==> src/rtl/fetch.sv <==
// fetch: cpu32 instruction fetch stage with req/ack imem port, IR latch and branch redirect.
// Define FETCH_FAULT_EN to trap misaligned indirect targets to FAULT_VECTOR.
module fetch #(
    parameter logic [31:0] RESET_PC     = 32'h0000_0000,
    parameter logic [31:0] FAULT_VECTOR = 32'h0000_0010
) (
    input  logic        clk,
    input  logic        rst_n,
    output logic        imem_req,
    output logic [31:0] imem_addr,
    input  logic        imem_ack,
    input  logic [31:0] imem_rdata,
    output logic        ir_valid,
    input  logic        ir_ready,
    output logic [31:0] ir,
    output logic [3:0]  ir_opcode,
    output logic [3:0]  ir_opfunc,
    output logic [31:0] ir_pc4,
    input  logic        branch_taken,
    input  logic        branch_ind,
    input  logic [31:0] branch_pc4,
    input  logic [15:0] branch_imm16,
    input  logic [31:0] branch_reg,
    output logic        fetch_fault
);
`ifdef FETCH_FAULT_EN
    localparam bit FAULT_EN = 1'b1;
`else
    localparam bit FAULT_EN = 1'b0;
`endif
    typedef enum logic [1:0] {IDLE, FETCH, HOLD, DISCARD} state_t;
    state_t state, state_next;
    logic [31:0] pc, req_addr, rel_target, target;
    logic misaligned, fault;
    assign rel_target = branch_pc4 + {{14{branch_imm16[15]}}, branch_imm16, 2'b00};
    assign misaligned = branch_ind && branch_reg[1:0] != 2'b00;
    assign target = !branch_ind ? rel_target :
                    (FAULT_EN && misaligned) ? FAULT_VECTOR : {branch_reg[31:2], 2'b00};
    // DISCARD keeps presenting the squashed request's address until its ack
    assign imem_req    = state == FETCH || state == DISCARD;
    assign imem_addr   = state == DISCARD ? req_addr : pc;
    assign ir_opcode   = ir[31:28];
    assign ir_opfunc   = ir[27:24];
    assign fetch_fault = fault;
    always_comb begin
        state_next = state;
        case (state)
            IDLE:    state_next = FETCH;
            FETCH:   state_next = imem_ack ? (branch_taken ? FETCH : HOLD) : (branch_taken ? DISCARD : FETCH);
            HOLD:    state_next = (branch_taken || ir_ready) ? FETCH : HOLD;
            DISCARD: state_next = imem_ack ? FETCH : DISCARD;
            default: state_next = IDLE;
        endcase
    end
    always_ff @(posedge clk or negedge rst_n) begin
        if (!rst_n) begin
            state    <= IDLE;
            pc       <= RESET_PC;
            req_addr <= RESET_PC;
            ir       <= '0;
            ir_pc4   <= '0;
            ir_valid <= 1'b0;
            fault    <= 1'b0;
        end else begin
            state <= state_next;
            fault <= FAULT_EN && branch_taken && misaligned;
            if (state != DISCARD)
                req_addr <= pc;
            if (branch_taken) begin
                pc       <= target;
                ir_valid <= 1'b0;
            end else if (state == FETCH && imem_ack) begin
                ir       <= imem_rdata;
                ir_pc4   <= pc + 32'd4;
                pc       <= pc + 32'd4;
                ir_valid <= 1'b1;
            end else if (state == HOLD && ir_ready) begin
                ir_valid <= 1'b0;
            end
        end
    end
endmodule

==> config.mk <==
export PLATFORM = sky130hd
export DESIGN_NAME = fetch
export DESIGN_NICKNAME = d
export VERILOG_FILES = /design/src/rtl/fetch.sv
export SDC_FILE = /design/constraint.sdc
export NUM_CORES = 1
export LEC_CHECK = 0
export ABC_AREA = 1
export CAP_MARGIN = 20
export CORE_UTILIZATION = 53
export DETAILED_ROUTE_END_ITERATION = 8
export GPL_TIMING_DRIVEN = 0
export PLACE_DENSITY = 0.92
export SLEW_MARGIN = 10
export SYNTH_ARGS = -nofsm -noshare
export SYNTH_HDL_FRONTEND = slang
export SYNTH_SLANG_ARGS = --single-unit
==> constraint.sdc <==
create_clock -name clk -period 2.8 [get_ports clk]
set_clock_uncertainty 0.1 [all_clocks]
set_input_delay 0.42 -clock clk [delete_from_list [all_inputs] [get_ports clk]]
set_output_delay 0.42 -clock clk [all_outputs]
set_load 0.03 [all_outputs]
# Word-level counts from Yosys, hierarchy flattened
# Index checks and enable logic that the tools add are counted.
dict set report op_classes {
  muxes 13
  bitwise 1
  eq_ne 4
  n_addsub 2
  n_reduce_logical 8
}
# cell count
set op_table {}
lappend op_table {{$mux 32} 4}
lappend op_table {{$add 32x3->32 const B} 1}
lappend op_table {{$add 32x32->32} 1}
lappend op_table {{$mux 2} 5}
lappend op_table {{$pmux 2 s4} 1}
lappend op_table {{$eq 2x2->1 const B} 2}
lappend op_table {{$mux 1} 3}
lappend op_table {{$reduce_bool 3->1} 1}
lappend op_table {{$eq 2x1->1 const B} 1}
lappend op_table {{$logic_and 1x1->1} 2}
lappend op_table {{$logic_not 2->1} 1}
lappend op_table {{$logic_or 1x1->1} 2}
lappend op_table {{$ne 2x2->1 const B} 1}
lappend op_table {{$reduce_and 2->1} 1}
lappend op_table {{$reduce_bool 2->1} 1}
lappend op_table {{$not 1->1} 1}
dict set report word_totals {
  regBits 131
  word_cells 34
  out_inout_bits 107
}

# Depth between registers and ports, before layout
# Gate-level depths: netlist of run 1.
dict set report logic_depth {
  depth_word 5
  depth_mapped 13
  mapped_depth_nobuf 13
}

# Worst setup path after synthesis of run 1
# Ideal clock, no wire load.
dict set report synth_timing {
  path_type {register -> output}
  startpoint {register state[1]}
  endpoint {output imem_addr[26]}
  stages_incl_launch_ff 6
  required_ns 2.280
  setup_slack_ns 0.582
  arrival_ns 1.698
  n_path_buf 2
  cell_sequence {dfrtp_1 nand2_1 inv_1 buf_2 buf_2 o21ai_0}
}
dict set report synth_via {
  elab_chain_cells 2
}
# item line_no
set synth_rtl {}
lappend synth_rtl {{start: declaration} 32} ;# state_t state, state_next;
lappend synth_rtl {{start signal: assignment} 65} ;# state <= state_next;
lappend synth_rtl {{$eq 2x2->1} 41} ;# assign imem_addr = state == DISCARD ? req_addr : pc;
lappend synth_rtl {{$mux 32} 41}
lappend synth_rtl {{end: declaration} 10} ;# output logic [31:0] imem_addr,
# Every way passes these cells.

# Worst setup path in the final report of run 1
dict set report layout_timing {
  startpoint {register state[1]}
  endpoint {output imem_addr[18]}
}
# The elaborated chain is that of the path after synthesis.

==> results.toml, run 1 <==
[run_status]
status = "completed"

[power]
pwr-share-clk_pct = 22.7
vdd_ir_drop_max_uv = 444
cellLeakagePower_nw = 5.77
switching_power_w = 0.00463
swShare_pct = 42.9
seqPwrFrac_pct = 29.4
powerDensity_nw_per_um2 = 956
internal-power_w = 0.00616
share_comb_of_total_power_pct = 47.9

[clock_network]
cts_setup_buffers = 0
cts_tree = "yes"
cts.sinks = 131
htree_levels = 4
root_buffer = "clkbuf_16"
clkSlewWorstSetupHoldPaths_ns = 0.06
clk_latency_ns = 0.42
clockBufferDepth = 2
cts_buffers = 17

[floorplanning]
ios = 225
die_w_um = 126
core_um2 = 15100
start_util_pct = 54.2
die-area_um2 = 16000
num_rows = 45
die_h_um = 126

[hold_path]
hold_path_class = "in -> reg"
worstHoldPathCells = 3
hold_start = "branch_taken"
hold-path-endpoint = "pc[2]$_DFFE_PN0N_"

[logic_synthesis]
synth-seq-cells = 131
ys.warnings.count = 0
synthFlopType = "dfrtp_1"
syn_inst = 1187
synth_cell_type_count = 34
async_flop_share_pct = 100
synth_edf_count = 0
synth_fp_nets = 1337
syn_avg_cell_area_um2 = 6.91
ys_seq_area_share_pct = 39.9
syn-cell-area_um2 = 8210

[worst_setup_path]
regToRegSetupSlack_ns = 0.79
cp.required_ns = 2.28
r2r_cells = 8
path_class = "reg -> out"
cp_max_fo = 10
r2r_start = "pc[2]$_DFFE_PN0N_"
arrival_ns = 2.17
regToRegEndpoint = "pc[26]$_DFFE_PN0N_"
end_kind = "primary output"
worstSetupStartpointType = "flop"

[sta]
setup_viol = 0
timing.final.crit_share_pct = 96.1
fmax_mhz = 372
relSlewSlack_pct = 55.9
fin_tns_setup_ns = 0
layout_min_cycle_time_ns = 2.69
hold_viol_final = 0
maxSlewViolCount = 0
tightest_slew_ns = 0.662

[detailed_routing]
postRouteAntennaNets = 0
drt_first_pass_iters = 5
met1_length_um = 10300
via_per_inst = 5.35
wirelength_um = 26000
wire_per_inst_um = 16.0
wl_met3_um = 1820
via_count = 8713
route.met2.wl_um = 12500
drc_errors = 0
drt_iter0_markers = 729
top_layer_used = "met4"

[global_routing]
grt_pass1_vias = 8470
antenna_found_initial = 0
grt_usage_pct = 33.5
overflow = 0
grt_pass1_wl_um = 41500
grt_max_degree = 68

[placed_design]
place_hpwl_um = 19900
io_buffers = 220
gp_congestion = 0.973

[cells_and_area]
postLayoutCoreUtil_pct = 74.5
synthToLayoutAreaGrowth_pct = 37.5
num-fill-cells = 1127
drive_above_1_share_pct = 6.88
antenna_cells = 0
finalNetCount = 1578

[job]
maxCapViolCount = 0
[cells by family after synthesis]
group | synth area share, %
mux | 0.122
compound gates | 8.35
flops | 39.9
simple gates | 34.5
buf+inv | 8.72
fa+ha+maj | 4.97
xor+xnor | 3.31
other cells | 0.0457
[state kept, by name (all words and copies together) (netlist names)]
| name | count |
|---|---|
| ir | 32 |
| ir_pc4 | 32 |
| pc | 32 |
| req_addr | 32 |
| state | 2 |
| ir_valid | 1 |
[per-layer routing]
layer / global-route usage, % / vias up
met5: 0 / -
met4: 19.8 / 0
met3: 5.61 / 105
met2: 56.7 / 437
met1: 40.3 / 3982
li1: - / 4189
[area by class of cell]
cell class	count	area, µm²	share of cell area (%)
clock buffer	19	443	3.92
clock inverter	12	205	1.82
timing repair buffer	222	2180	19.4
buffer	42	220	1.95
sequential	131	3280	29.0
multi-input combinational	880	4220	37.4
inverter	134	503	4.46
tap	188	235	2.08
[cell usage in the layout, fill, tap and decap left out, drive strengths merged, types with 22 or more instances in the layout]
| cell type | count |
|---|---|
| dlygate4sd2 | 22 |
| inv | 135 |
| o21ai | 56 |
| clkdlybuf4s50 | 186 |
| clkbuf | 47 |
| buf | 23 |
| nand3 | 61 |
| nand2 | 484 |
| nor2 | 125 |
| xor2 | 27 |
| dfrtp | 131 |
| ha | 31 |
| a21oi | 33 |
[Yosys cell counts (all sizes together), types with 4 or more instances]
cell,count,area [µm²]
a21oi,33,165
a22oi,8,65.1
buf,23,141
clkbuf,19,71.3
dfrtp,131,3280
ha,31,388
inv,134,503
nand2,484,1830
nand3,61,305
nand4,7,43.8
nor2,125,504
nor3,15,125
o211ai,5,37.5
o21ai,56,280
o21bai,6,45.0
o221ai,7,61.3
xnor2,4,35.0
xor2,27,236
[stage by stage]
stage	setup WS, ns	std cells	cell area (µm²)	power (W)	hold WS (ns)
floorplan	0.582	1187	8210	0.00612	0.0244
global placement	-3.74	1595	10600	0.00826	0.352
detailed placement	-0.167	1596	10700	0.00840	0.342
CTS	0.00128	1628	11300	0.0108	0.340
global route	-0.0245	1628	11300	0.0113	0.361
finish	0.108	1628	11300	0.0108	0.350
[worst max-delay path by stage]
stage | startpoint | end | slack [ns] | depth (start not counted)
6_report | state[1]$_DFF_PN0_ | imem_addr[18] | 0.11 | 5
4_1_cts | state[1]$_DFF_PN0_ | imem_addr[30] | 0.001 | 6
2_1_floorplan | state[1]$_DFF_PN0_ | imem_addr[26] | 0.58 | 5
3_3_place_gp | rst_n | ir[26]$_DFFE_PN0P_ | -3.74 | 1
3_5_place_dp | branch_imm16[15] | pc[29]$_DFFE_PN0N_ | -0.17 | 11
5_1_grt | state[1]$_DFF_PN0_ | imem_addr[17] | -0.02 | 7
[power groups by stage]
stage	clock network (W)	logic, W	registers (W)
after floorplan	0	0.00215	0.00397
after global placement	0	0.00513	0.00313
after detailed placement	0	0.00524	0.00315
after CTS	0.00245	0.00516	0.00316
after global routing	0.00254	0.00551	0.00325
final	0.00244	0.00517	0.00318
[worst max-delay path, stage by stage, from the launching register on]
cell           delay, ns
dfrtp_1             0.42
nand2_2             0.20
inv_1               0.14
clkbuf_1            0.23
o21ai_0             0.31
dlygate4sd2_1       0.44
[timing repair]
item                                    CTS  global route
endpoints found under the hold margin    64             0
hold buffers                              1             0
endpoints found under the setup margin   32            12
pin swaps                                 0             0
resized for setup                        48            18
No activity file was read; power rests on OpenSTA's default activity.
==> inputs of run 2 (changes only) <==
- CORE_UTILIZATION: 53 -> 45
- PLACE_DENSITY: 0.92 -> 0.83
- SKIP_LAST_GASP: unset -> 1
- clock period: 2.8 -> 2.3 ns (I/O delays scaled with it)
==> results.toml, run 2 (synthesized netlist as in run 1, its figures left out) <==
[placed_design]
io_buffers = 220
gp_congestion = 0.931
placed_area_um2 = 10700
dp_slack_ns = -0.643
place_hpwl_um = 20500

[floorplanning]
start_util_pct = 45.8
die_w_um = 137
die-area_um2 = 18800
core_um2 = 17900
ios = 225
die_h_um = 137
num_rows = 49

[clock_network]
clockBufferDepth = 2
htree_levels = 4
cts.sinks = 131
cts_buffers = 17
clk_latency_ns = 0.41
cts_tree = "yes"
root_buffer = "clkbuf_16"
clkSlewWorstSetupHoldPaths_ns = 0.06

[worst_setup_path]
arrival_ns = 1.80
slowest_delay_ns = 0.41
critical_path.top_delay_family = "buffers and inverters"
path_class = "reg -> out"
cp_slowest_cell = "dfrtp_1"
cp_max_fo = 10
worstSetupStartpointType = "flop"
crit_buf_inv = 4
cp.required_ns = 1.86
crit_chain = "nand2_4, inv_2, buf_6, buf_6, nand2_1, nand2_1, buf_2"
end_kind = "primary output"

[global_routing]
grt_usage_pct = 28.5
grt_pass1_wl_um = 40700
overflow = 0
antenna_found_initial = 0
grt_max_degree = 69
grt_pass1_vias = 8040

[sta]
fmax_mhz = 445
layout_setup_ws_ns = 0.0505
relSlewSlack_pct = 55.1
layout_min_cycle_time_ns = 2.25
maxSlewViolCount = 0
rsz0062_at_grt = "true"
timing.final.crit_share_pct = 97.8
tightest_slew_ns = 0.674
hold_viol_final = 0
setup_viol = 0

[cells_and_area]
postLayoutCoreUtil_pct = 63.0
layout_common_cells = "nand2_1 (475), clkdlybuf4s50_1 (186), dfrtp_1 (130)"
synthToLayoutAreaGrowth_pct = 37.5
seqCellArea_um2 = 3280
drive_above_1_share_pct = 9.49
finalInstanceArea_um2 = 11300
final_common_cell = "nand2_1"
finalNetCount = 1580
antenna_cells = 0
num-fill-cells = 1587
multiInputGateArea_um2 = 4290

[power]
powerDensity_nw_per_um2 = 1130
swShare_pct = 43.5
vdd_ir_drop_max_uv = 915
switching_power_w = 0.00555
share_comb_of_total_power_pct = 49.6
cellLeakagePower_nw = 5.73
internal-power_w = 0.00721
pwr-share-clk_pct = 20.4
seqPwrFrac_pct = 30.0

[job]
maxCapViolCount = 0

[detailed_routing]
drt_first_pass_iters = 5
drc_errors = 0
via_count = 8509
wire_per_inst_um = 15.6
wirelength_um = 26100
via_per_inst = 5.09
postRouteAntennaNets = 0
drt_iter0_markers = 602

[run_status]
status = "completed"

[hold_path]
hold_path_class = "in -> reg"
==> run 2: changes by cell type in the layout (fill, tap and decap cells not counted), sizes merged, moves of 2 or more <==
cell	change
dlygate4sd2	-22
buf	+31
clkbuf	-2
clkdlybuf4s18	+2
clkinv	+3
clkinvlp	-2
bufinv	-3
clkdlybuf4s15	-2
==> run 2: worst min-delay path, stage by stage <==
cell	delay, ns
buf_2	0.17
o21ai_0	0.09
o221ai_1	0.11
==> run 2: final cells by class <==
type | instances | area share [%]
buffer | 42 | 2.08
clock buffer | 23 | 4.06
clock inverter | 9 | 0.943
inverter | 134 | 4.46
multi-input combinational | 880 | 38.0
sequential | 131 | 29.1
tap | 229 | 2.54
timing repair buffer | 224 | 18.8
==> run 2: timing repair <==
item	CTS	global route
resized for setup	181	72
hold buffers	1	0
setup buffers	0	2
setup endpoints to repair	47	48
gates cloned	0	0
pin swaps	1	1
hold endpoints to repair	63	0
==> run 2: through the flow <==
step | setup TNS (ns) | instances | power (W) | hold slack, ns
2_1_floorplan | 0 | 1187 | 0.00745 | -0.0506
3_3_place_gp | -578.30 | 1636 | 0.0101 | 0.352
3_5_place_dp | -19.03 | 1637 | 0.0102 | 0.266
4_1_cts | -0.410 | 1670 | 0.0128 | 0.257
5_1_grt | -0.169 | 1672 | 0.0135 | 0.281
6_report | 0 | 1672 | 0.0128 | 0.264
==> run 2: routing by layer <==
layer  global-route usage [%]  part of all wire (%)  up-vias
met5                        0                     0        -
met4                     10.6                   2.6        0
met3                     5.44                   7.2       44
met2                     49.1                    49      328
met1                     35.2                    41     3941
li1                         -                     -     4196
==> run 2: worst paths after layout <==
path / from / end / slack, ns / cells after the start
hold reg to reg: ir[10]$_DFFE_PN0P_ / ir[10]$_DFFE_PN0P_ / 0.37 / 2
min in group asynchronous: rst_n / ir[8]$_DFFE_PN0P_ / 0.38 / 2
max in group asynchronous: rst_n / state[1]$_DFF_PN0_ / 0.97 / 3
setup reg to reg: state[0]$_DFF_PN0_ / pc[30]$_DFFE_PN0N_ / 0.13 / 9
setup / recovery: state[0]$_DFF_PN0_ / imem_addr[16] / 0.05 / 7
hold / removal: branch_taken / pc[6]$_DFFE_PN0N_ / 0.26 / 3
==> run 2: power groups by stage <==
stage	combinational, W	clock (W)	sequential, W
4_1_cts	0.00640	0.00261	0.00383
6_report	0.00633	0.00260	0.00383
3_5_place_dp	0.00640	0	0.00384
2_1_floorplan	0.00262	0	0.00483
3_3_place_gp	0.00630	0	0.00382
5_1_grt	0.00682	0.00271	0.00393
